### src/rtl/aes_gf_pkg.sv
// GF(2^8) helpers and shared types for the AES MixColumns datapath.
package aes_gf_pkg;

    // Reduction constant for x^8 + x^4 + x^3 + x + 1.
    localparam logic [7:0] AES_POLY = 8'h1b;

    typedef enum logic [1:0] {
        StIdle,
        StBusy,
        StDone
    } mc_state_e;

    // Multiply by x (i.e. by 2) modulo the AES polynomial.
    function automatic logic [7:0] xtime(input logic [7:0] b);
        return {b[6:0], 1'b0} ^ (b[7] ? AES_POLY : 8'h00);
    endfunction

    // Multiply by x + 1 (i.e. by 3).
    function automatic logic [7:0] gmul3(input logic [7:0] b);
        return xtime(b) ^ b;
    endfunction

endpackage

### src/rtl/mix_columns_iter_if.sv
// Valid/ready bus carrying one 128-bit AES state in and one out.
interface mix_columns_iter_if;
    logic         in_valid;
    logic         in_ready;
    logic [127:0] state_in;
    logic         out_valid;
    logic         out_ready;
    logic [127:0] state_out;

    modport master (
        output in_valid, state_in, out_ready,
        input  in_ready, out_valid, state_out
    );

    modport slave (
        input  in_valid, state_in, out_ready,
        output in_ready, out_valid, state_out
    );
endinterface

### src/rtl/mix_single_column.sv
// Forward MixColumns on a single 32-bit column; row-0 byte in the top bits.
module mix_single_column
    import aes_gf_pkg::*;
(
    input  logic [31:0] col_in,
    output logic [31:0] col_out
);

    logic [7:0] a0, a1, a2, a3;
    logic [7:0] r0, r1, r2, r3;

    assign a0 = col_in[31:24];
    assign a1 = col_in[23:16];
    assign a2 = col_in[15:8];
    assign a3 = col_in[7:0];

    // Circulant matrix {2,3,1,1} applied to the column.
    always_comb begin
        r0 = xtime(a0) ^ gmul3(a1) ^ a2 ^ a3;
        r1 = a0 ^ xtime(a1) ^ gmul3(a2) ^ a3;
        r2 = a0 ^ a1 ^ xtime(a2) ^ gmul3(a3);
        r3 = gmul3(a0) ^ a1 ^ a2 ^ xtime(a3);
    end

    assign col_out = {r0, r1, r2, r3};

endmodule

### src/rtl/mix_columns_iter.sv
// Iterative forward MixColumns: COLS_PER_CYCLE columns per BUSY cycle,
// columns 3 down to 0, result held in DONE until the consumer takes it.
module mix_columns_iter
    import aes_gf_pkg::*;
#(
    parameter int unsigned COLS_PER_CYCLE = 1
) (
    input logic              clk,
    input logic              reset,
    mix_columns_iter_if.slave bus
);

    localparam int unsigned NUM_STEPS = 4 / COLS_PER_CYCLE;
    localparam int unsigned CntW      = (NUM_STEPS > 1) ? $clog2(NUM_STEPS) : 1;
    localparam int unsigned ChunkW    = 32 * COLS_PER_CYCLE;

    if (!(COLS_PER_CYCLE == 1 || COLS_PER_CYCLE == 2 || COLS_PER_CYCLE == 4)) begin : g_bad_cols
        $error("COLS_PER_CYCLE must be 1, 2 or 4");
    end

    mc_state_e       state_q, state_d;
    logic [CntW-1:0] cnt_q, cnt_d;
    logic [127:0]    work_q, work_d;

    // Step 0 handles the most significant chunk (column 3 first).
    logic [1:0]        chunk_idx;
    logic [6:0]        chunk_lsb;
    logic [ChunkW-1:0] chunk_in;
    logic [ChunkW-1:0] chunk_out;

    assign chunk_idx = 2'(NUM_STEPS - 1) - 2'(cnt_q);
    assign chunk_lsb = 7'(32'(chunk_idx) * ChunkW);
    assign chunk_in  = work_q[chunk_lsb +: ChunkW];

    for (genvar j = 0; j < COLS_PER_CYCLE; j++) begin : g_col
        mix_single_column u_col (
            .col_in (chunk_in[j*32 +: 32]),
            .col_out(chunk_out[j*32 +: 32])
        );
    end

    // Next-state: load in IDLE, transform one chunk per BUSY cycle, drain in DONE.
    always_comb begin
        state_d = state_q;
        cnt_d   = cnt_q;
        work_d  = work_q;
        unique case (state_q)
            StIdle: begin
                if (bus.in_valid) begin
                    work_d  = bus.state_in;
                    cnt_d   = '0;
                    state_d = StBusy;
                end
            end
            StBusy: begin
                work_d[chunk_lsb +: ChunkW] = chunk_out;
                cnt_d = cnt_q + CntW'(1);
                if (cnt_q == CntW'(NUM_STEPS - 1)) begin
                    cnt_d   = '0;
                    state_d = StDone;
                end
            end
            StDone: begin
                if (bus.out_ready) begin
                    state_d = StIdle;
                end
            end
            default: state_d = StIdle;
        endcase
    end

    // State registers with synchronous reset; reset discards any partial result.
    always_ff @(posedge clk) begin
        if (reset) begin
            state_q <= StIdle;
            cnt_q   <= '0;
            work_q  <= '0;
        end else begin
            state_q <= state_d;
            cnt_q   <= cnt_d;
            work_q  <= work_d;
        end
    end

    assign bus.in_ready  = (state_q == StIdle);
    assign bus.out_valid = (state_q == StDone);
    assign bus.state_out = work_q;

endmodule

### src/flat_wrapper.sv
// flat-port wrapper written by rule: the top's interface ports become plain ports
module mix_columns_iter_flat import aes_gf_pkg::*;
#(
    parameter int unsigned COLS_PER_CYCLE = 1
)
  (clk, reset, bus_in_valid, bus_state_in, bus_out_ready, bus_in_ready, bus_out_valid, bus_state_out);
  mix_columns_iter_if bus_i ();
  input logic clk;
  input logic reset;
  input wire logic [$bits(bus_i.in_valid)-1:0] bus_in_valid;
  input wire logic [$bits(bus_i.state_in)-1:0] bus_state_in;
  input wire logic [$bits(bus_i.out_ready)-1:0] bus_out_ready;
  output wire logic [$bits(bus_i.in_ready)-1:0] bus_in_ready;
  output wire logic [$bits(bus_i.out_valid)-1:0] bus_out_valid;
  output wire logic [$bits(bus_i.state_out)-1:0] bus_state_out;
  assign bus_i.in_valid = bus_in_valid;
  assign bus_i.state_in = bus_state_in;
  assign bus_i.out_ready = bus_out_ready;
  assign bus_in_ready = bus_i.in_ready;
  assign bus_out_valid = bus_i.out_valid;
  assign bus_state_out = bus_i.state_out;
  mix_columns_iter #(.COLS_PER_CYCLE(COLS_PER_CYCLE)) u_core (.clk(clk), .reset(reset), .bus(bus_i));
endmodule
### config.mk
export PLATFORM = sky130hd
export DESIGN_NAME = mix_columns_iter_flat
export DESIGN_NICKNAME = d
export VERILOG_FILES = /design/src/rtl/aes_gf_pkg.sv /design/src/rtl/mix_columns_iter_if.sv /design/src/rtl/mix_single_column.sv /design/src/rtl/mix_columns_iter.sv /design/src/flat_wrapper.sv
export SDC_FILE = /design/constraint.sdc
export NUM_CORES = 1
export LEC_CHECK = 0
export CAP_MARGIN = 20
export CORE_MARGIN = 4
export CORE_UTILIZATION = 45
export DETAILED_ROUTE_END_ITERATION = 16
export PLACE_DENSITY = 0.78
export SYNTH_ARGS = -nofsm -noshare
export SYNTH_HDL_FRONTEND = slang
export SYNTH_SLANG_ARGS = --single-unit
### constraint.sdc
create_clock -name clk -period 3.08 [get_ports clk]
set_clock_uncertainty 0.15 [all_clocks]
set_input_delay 0.308 -clock clk [delete_from_list [all_inputs] [get_ports clk]]
set_output_delay 0.308 -clock clk [all_outputs]
set_load 0.03 [all_outputs]
Yosys cells after proc, flatten, opt, wreduce, memory -nomap -nowiden --
Index checks and enable logic that the tools add are counted.
Operators by class: add/subtract/negate cells 3, equality and inequality tests 6, shift-type cells 3, multiplexer cells 14, bitwise operators 20, reduce and logical (&&, ||, !) cells 4
Operators by type and width (count):
- 128-bit one-hot mux with 2 select lines | 1
- 8-bit bitwise XOR | 17
- 128-bit bitwise mux | 1
- 128-bit two-way mux | 1
- 32-bit by 9-bit variable shift with 128-bit output, first input constant | 1
- 128-bit by 8-bit variable part select with 32-bit output | 1
- 32-bit by 9-bit variable part select with 128-bit output | 1
- 8-bit by 5-bit bitwise XOR with 8-bit output | 3
- 5-bit two-way mux | 4
- 2-bit two-way mux | 5
- 7-bit negator with 9-bit output | 1
- 2-bit one-hot mux with 3 select lines | 1
- 2-bit == test, second input constant | 2
- 2-bit != test, second input constant | 2
- 2-bit one-hot mux with 2 select lines | 1
- 3-bit AND reduction | 1
- 2-bit by 1-bit adder with 2-bit output, second input constant | 1
- 2-bit by 1-bit == test with 1-bit output, second input constant | 1
- 2-bit zero test | 1
- 2-bit by 1-bit != test with 1-bit output, second input constant | 1
- 2-bit AND reduction | 1
- 2-bit nonzero test | 1
- 2-bit subtractor, first input constant | 1
Storage, ports and cells: register bits 132, bits of input ports 132, word-level logic and storage cells 53

Logic depth before layout (Yosys ltp) --
depth in word-level cells 11, gate-level depth with buffers 11, mapped depth without buffers 6

Modules after synthesis --
A second synthesis with hierarchy kept.
Second synthesis, totals: cells, all modules 897, area total of the unflattened synthesis 8546.9 sq um
Modules (own cells, without submodules):
- mix_columns_iter | times used 1, cells each 813, area an instance 7134.3 sq um
- mix_single_column | times used 1, cells each 84, area an instance 1412.6 sq um

Least setup slack after synthesis --
OpenSTA, ideal clock, no wires.
path kind register to register, start point register u_core.cnt_q[1], end point register u_core.work_q[30] (netlist: u_core.bus.state_out[30]), setup time 0.086 ns, data arrival time 2.258 ns, path slack 0.586 ns, stages on the path, launching flop included 7, cell sequence dfxtp_1 > buf_6 > buf_2 > mux4_2 > xnor2_1 > xor3_1 > a211oi_1
Between the ends: cells in the longest elaborated chain, start to end 11
Ends and longest elaborated chain:
- start: declaration | line mix_columns_iter.sv:22 | logic [CntW-1:0] cnt_q, cnt_d;
- start signal: assignment | line mix_columns_iter.sv:80 | cnt_q <= cnt_d;
- 2-bit subtractor (*) | line mix_columns_iter.sv:31 | assign chunk_idx = 2'(NUM_STEPS - 1) - 2'(cnt_q);
- 128-bit by 8-bit variable part select with 32-bit output | line mix_columns_iter.sv:33 | assign chunk_in = work_q[chunk_lsb +: ChunkW];
- 5-bit two-way mux | line aes_gf_pkg.sv:15 | return {b[6:0], 1'b0} ^ (b[7] ? AES_POLY : 8'h00);
- 8-bit bitwise XOR / 8-bit by 5-bit bitwise XOR with 8-bit output (equally long branches) | line aes_gf_pkg.sv:15
- 8-bit bitwise XOR | line aes_gf_pkg.sv:20 | return xtime(b) ^ b;
- 8-bit bitwise XOR, on equally long branches (3 in a row) | line mix_single_column.sv:22, mix_single_column.sv:19
- 32-bit by 9-bit variable part select with 128-bit output | line mix_columns_iter.sv:56 | work_d[chunk_lsb +: ChunkW] = chunk_out;
- 128-bit bitwise mux (*) | line mix_columns_iter.sv:56
- 128-bit one-hot mux with 2 select lines (*) | line mix_columns_iter.sv:47 | unique case (state_q)
- end signal: assignment | line mix_columns_iter.sv:81 | work_q <= work_d;
- end: declaration | line mix_columns_iter.sv:23 | logic [127:0] work_q, work_d;
Every way passes the cells marked *; elsewhere a longest branch is shown, timed or not. A chain may end at the register's enable or synchronous reset.

Final worst setup path --
start point register u_core.cnt_q[0], end point register u_core.work_q[55] (netlist: u_core.bus.state_out[55])
Same word-level chain as after synthesis.

==> results_dict.tcl <==
set metrics [dict create \
    crit_fanout 10 \
    synth-xor-area-share_pct 14.9 \
    globalRoute.totalOverflow 0 \
    synth-main-ff-cell "dfxtp_1" \
    max_cap_violations 0 \
    startpoint_type "flip-flop" \
    die_x_um 150 \
    gp_congestion 0.902 \
    crit_type "flip-flop to flip-flop" \
    clock_path_buffers 2 \
    hp-start "bus_out_ready" \
    cts_sinks 132 \
    grt_max_degree 109 \
    layout.nets 1235 \
    tritoncts "done" \
    synth_cell_types 35 \
    io_pins 262 \
    drv_slew 0 \
    hold_end "u_core.state_q[1]" \
    dieArea_um2 22500 \
    drt-initial-drc-count 934 \
    regArea_um2 2650 \
    drive_gt1_share_pct 13.1 \
    start_util_pct 46.3 \
    setup_viol 0 \
    num_vias 8989 \
    grt_setup_unrepaired "no" \
    reg2reg_to "u_core.bus.state_out[55]" \
    slew_headroom_pct 31.4 \
    synth-compound-area-share_pct 40.6 \
    clk_latency_ps 430 \
    hold_viol_final 0 \
    r2r_start "u_core.cnt_q[0]" \
    holdCritPathClass "input port to flip-flop" \
    cts_hold_buffers 0 \
    grt_pass1_wl_um 52300 \
    vias_per_cell 6.53 \
    fillers 1608 \
    synthArstFlopShare_pct 0 \
    synth_fa_ha_area_share_pct 0.551 \
    p_leak_nw 4.67 \
    dp_slack_ps 367 \
    dp_hpwl_um 24500 \
    synth_top_area_share_pct 29.1 \
    rrSetupSlack_ps 330 \
    r2r.worst_path.cells 4 \
    multi_input_area_um2 6030 \
    hold_path_depth 4 \
    powerDensity_nw_per_um2 790 \
    synth.avg_cell_area_um2 10.1 \
    synthTopCellsByArea "dfxtp_1, a211oi_1, o21bai_1" \
    synth_common_cells "a211oi_1, dfxtp_1, a21oi_1, o21bai_1, clkbuf_1" \
    cp_num_buf_inv 0 \
    top_usage_layer "met2" \
    crit_path_max_incr_delay_ps 710 \
    grt_use_met3_pct 7.01 \
    fp-row-count 51 \
    postRouteAntennaNets 0 \
    yosys.area.top_type "dfxtp_1" \
    cts_setup_buffers 0 \
    min_period_ps 2750 \
    synth-edff-count 0 \
    outcome "complete, no violations" \
    crit_arrival_ps 2880 \
    ir_drop_mv 0.486 \
    syn2layout_area_growth_pct 38.9 \
    path_cells "mux4_2, xnor3_1, xnor2_1, a211oi_1" \
    cts_max_level 4 \
    diodes 0 \
    cpLargestDelayFamily "XOR/XNOR gates" \
    fmax_ghz 0.364 \
    worst_pin_slew_ps 1030 \
    antenna_found_initial 2 \
    min_period_over_period_pct 89.3 \
    core_area_um2 19700 \
    drcViolationCount 0 \
    cts-root-buf "clkbuf_16" \
    ys_ff_latch 132 \
    cp_slowest_cell "mux4_2" \
    synthSimpleGateAreaFrac_pct 1.46 \
    grt_use_total_pct 30.1 \
    portBuffers 261 \
    synth_top_family_by_area "compound AO/OA/AOI/OAI gates" \
    synth_most_common_cell "a211oi_1" \
    die_h_um 150 \
    synthMuxAreaShare_pct 8.41 \
    critical_path_required_ps 3210 \
    tns_ps 0 \
    ys_seq_area_share_pct 29.1 \
    netlist_area_um2 9090 \
    cts_made_buffers 17 \
    end_kind "flip-flop" \
    dr.pass1.iters 5 \
    grt_pass1_vias 8961 \
    ys.warnings.count 0 \
    grt_util_met2_pct 48.2 \
    totalWireLength_um 34800 \
    synthCells 896 \
    avgRoutedWirePerCell_um 25.3 \
    setup_slack_ps 331 \
    grt_use_met1_pct 39.3 \
    post_cts_resized 0 \
    path_clk_slew_ps 60 \
    synthesis.nets 1032 \
]
[state kept, by name, indices dropped and copies added (netlist names)]
name / flops
u_core.bus.state_out: 128
u_core.state_q: 2
u_core.cnt_q: 2
[metrics by stage]
step	total power [W]	hold slack (ps)	cells	util, %	area (µm²)
after floorplan	0.00578	334	896	-	9090
after global placement	0.00764	376	1345	61.1	12000
after detailed placement	0.00768	390	1345	61.1	12000
after CTS	0.00988	357	1377	64.2	12600
after global routing	0.0103	403	1377	64.2	12600
final	0.00997	357	1377	64.2	12600
[tightest hold or removal path, stage by stage]
cell,delay [ps]
clkdlybuf4s50_1,390
inv_1,60
a21oi_1,60
nor2_1,70
[kinds of logic (layout without fill, tap and decap cells)]
| logic type | after synthesis | after routing |
|---|---|---|
| multiplexers | 36 | 36 |
| adder cells (fa/ha/maj) | 4 | 4 |
| buffers and inverters | 110 | 326 |
| AND/OR/NAND/NOR | 25 | 25 |
| XOR/XNOR | 73 | 73 |
| AO/OA/AOI/OAI | 516 | 516 |
| flip-flops | 132 | 132 |
[power by group]
part           switching [W]  leakage (nW)  total (W)  internal [W]
Sequential          0.000328          1.09    0.00234       0.00202
Clock               0.000793         0.301    0.00219       0.00140
Combinational        0.00300          3.28    0.00544       0.00244
Total                0.00412          4.67    0.00997       0.00586
[final cells by class]
cell class / count / share of cell area [%]
clock buffers: 23 / 3.71
clock inverters: 9 / 1.20
repair buffers: 291 / 23.6
flip-flops and latches: 132 / 21.0
multi-input cells: 654 / 47.8
inverters: 3 / 0.0892
well taps: 265 / 2.63
[cells in the final DEF, fill, tap and decap left out, types with 17 or more instances in the layout]
cell type and count:
a211oi_1 228, a211oi_2 28, a21oi_1 131, buf_4 19
clkbuf_16 17, clkdlybuf4s50_1 260, dfxtp_1 130, mux4_2 31
o21bai_1 129, xnor3_1 25
[worst max path at each step]
| stage | slack (ps) | startpoint | endpoint | depth (start not counted) |
|---|---|---|---|---|
| final | 330 | u_core.cnt_q[0] | u_core.bus.state_out[55] | 4 |
| after global routing | 220 | u_core.cnt_q[0] | u_core.bus.state_out[23] | 4 |
| after CTS | 370 | u_core.cnt_q[0] | u_core.bus.state_out[64] | 5 |
| after detailed placement | 370 | u_core.cnt_q[0] | u_core.bus.state_out[55] | 4 |
| after global placement | 440 | u_core.cnt_q[0] | u_core.bus.state_out[56] | 5 |
| after floorplan | 590 | u_core.cnt_q[1] | u_core.bus.state_out[30] | 6 |
[per-layer routing]
layer,wire length (µm),part of all wire (%)
met1,13700,39
met2,16500,47
met3,3450,9.9
met4,1160,3.3
met5,27,0.077
Note: power is estimated with default switching activity, not from simulation.
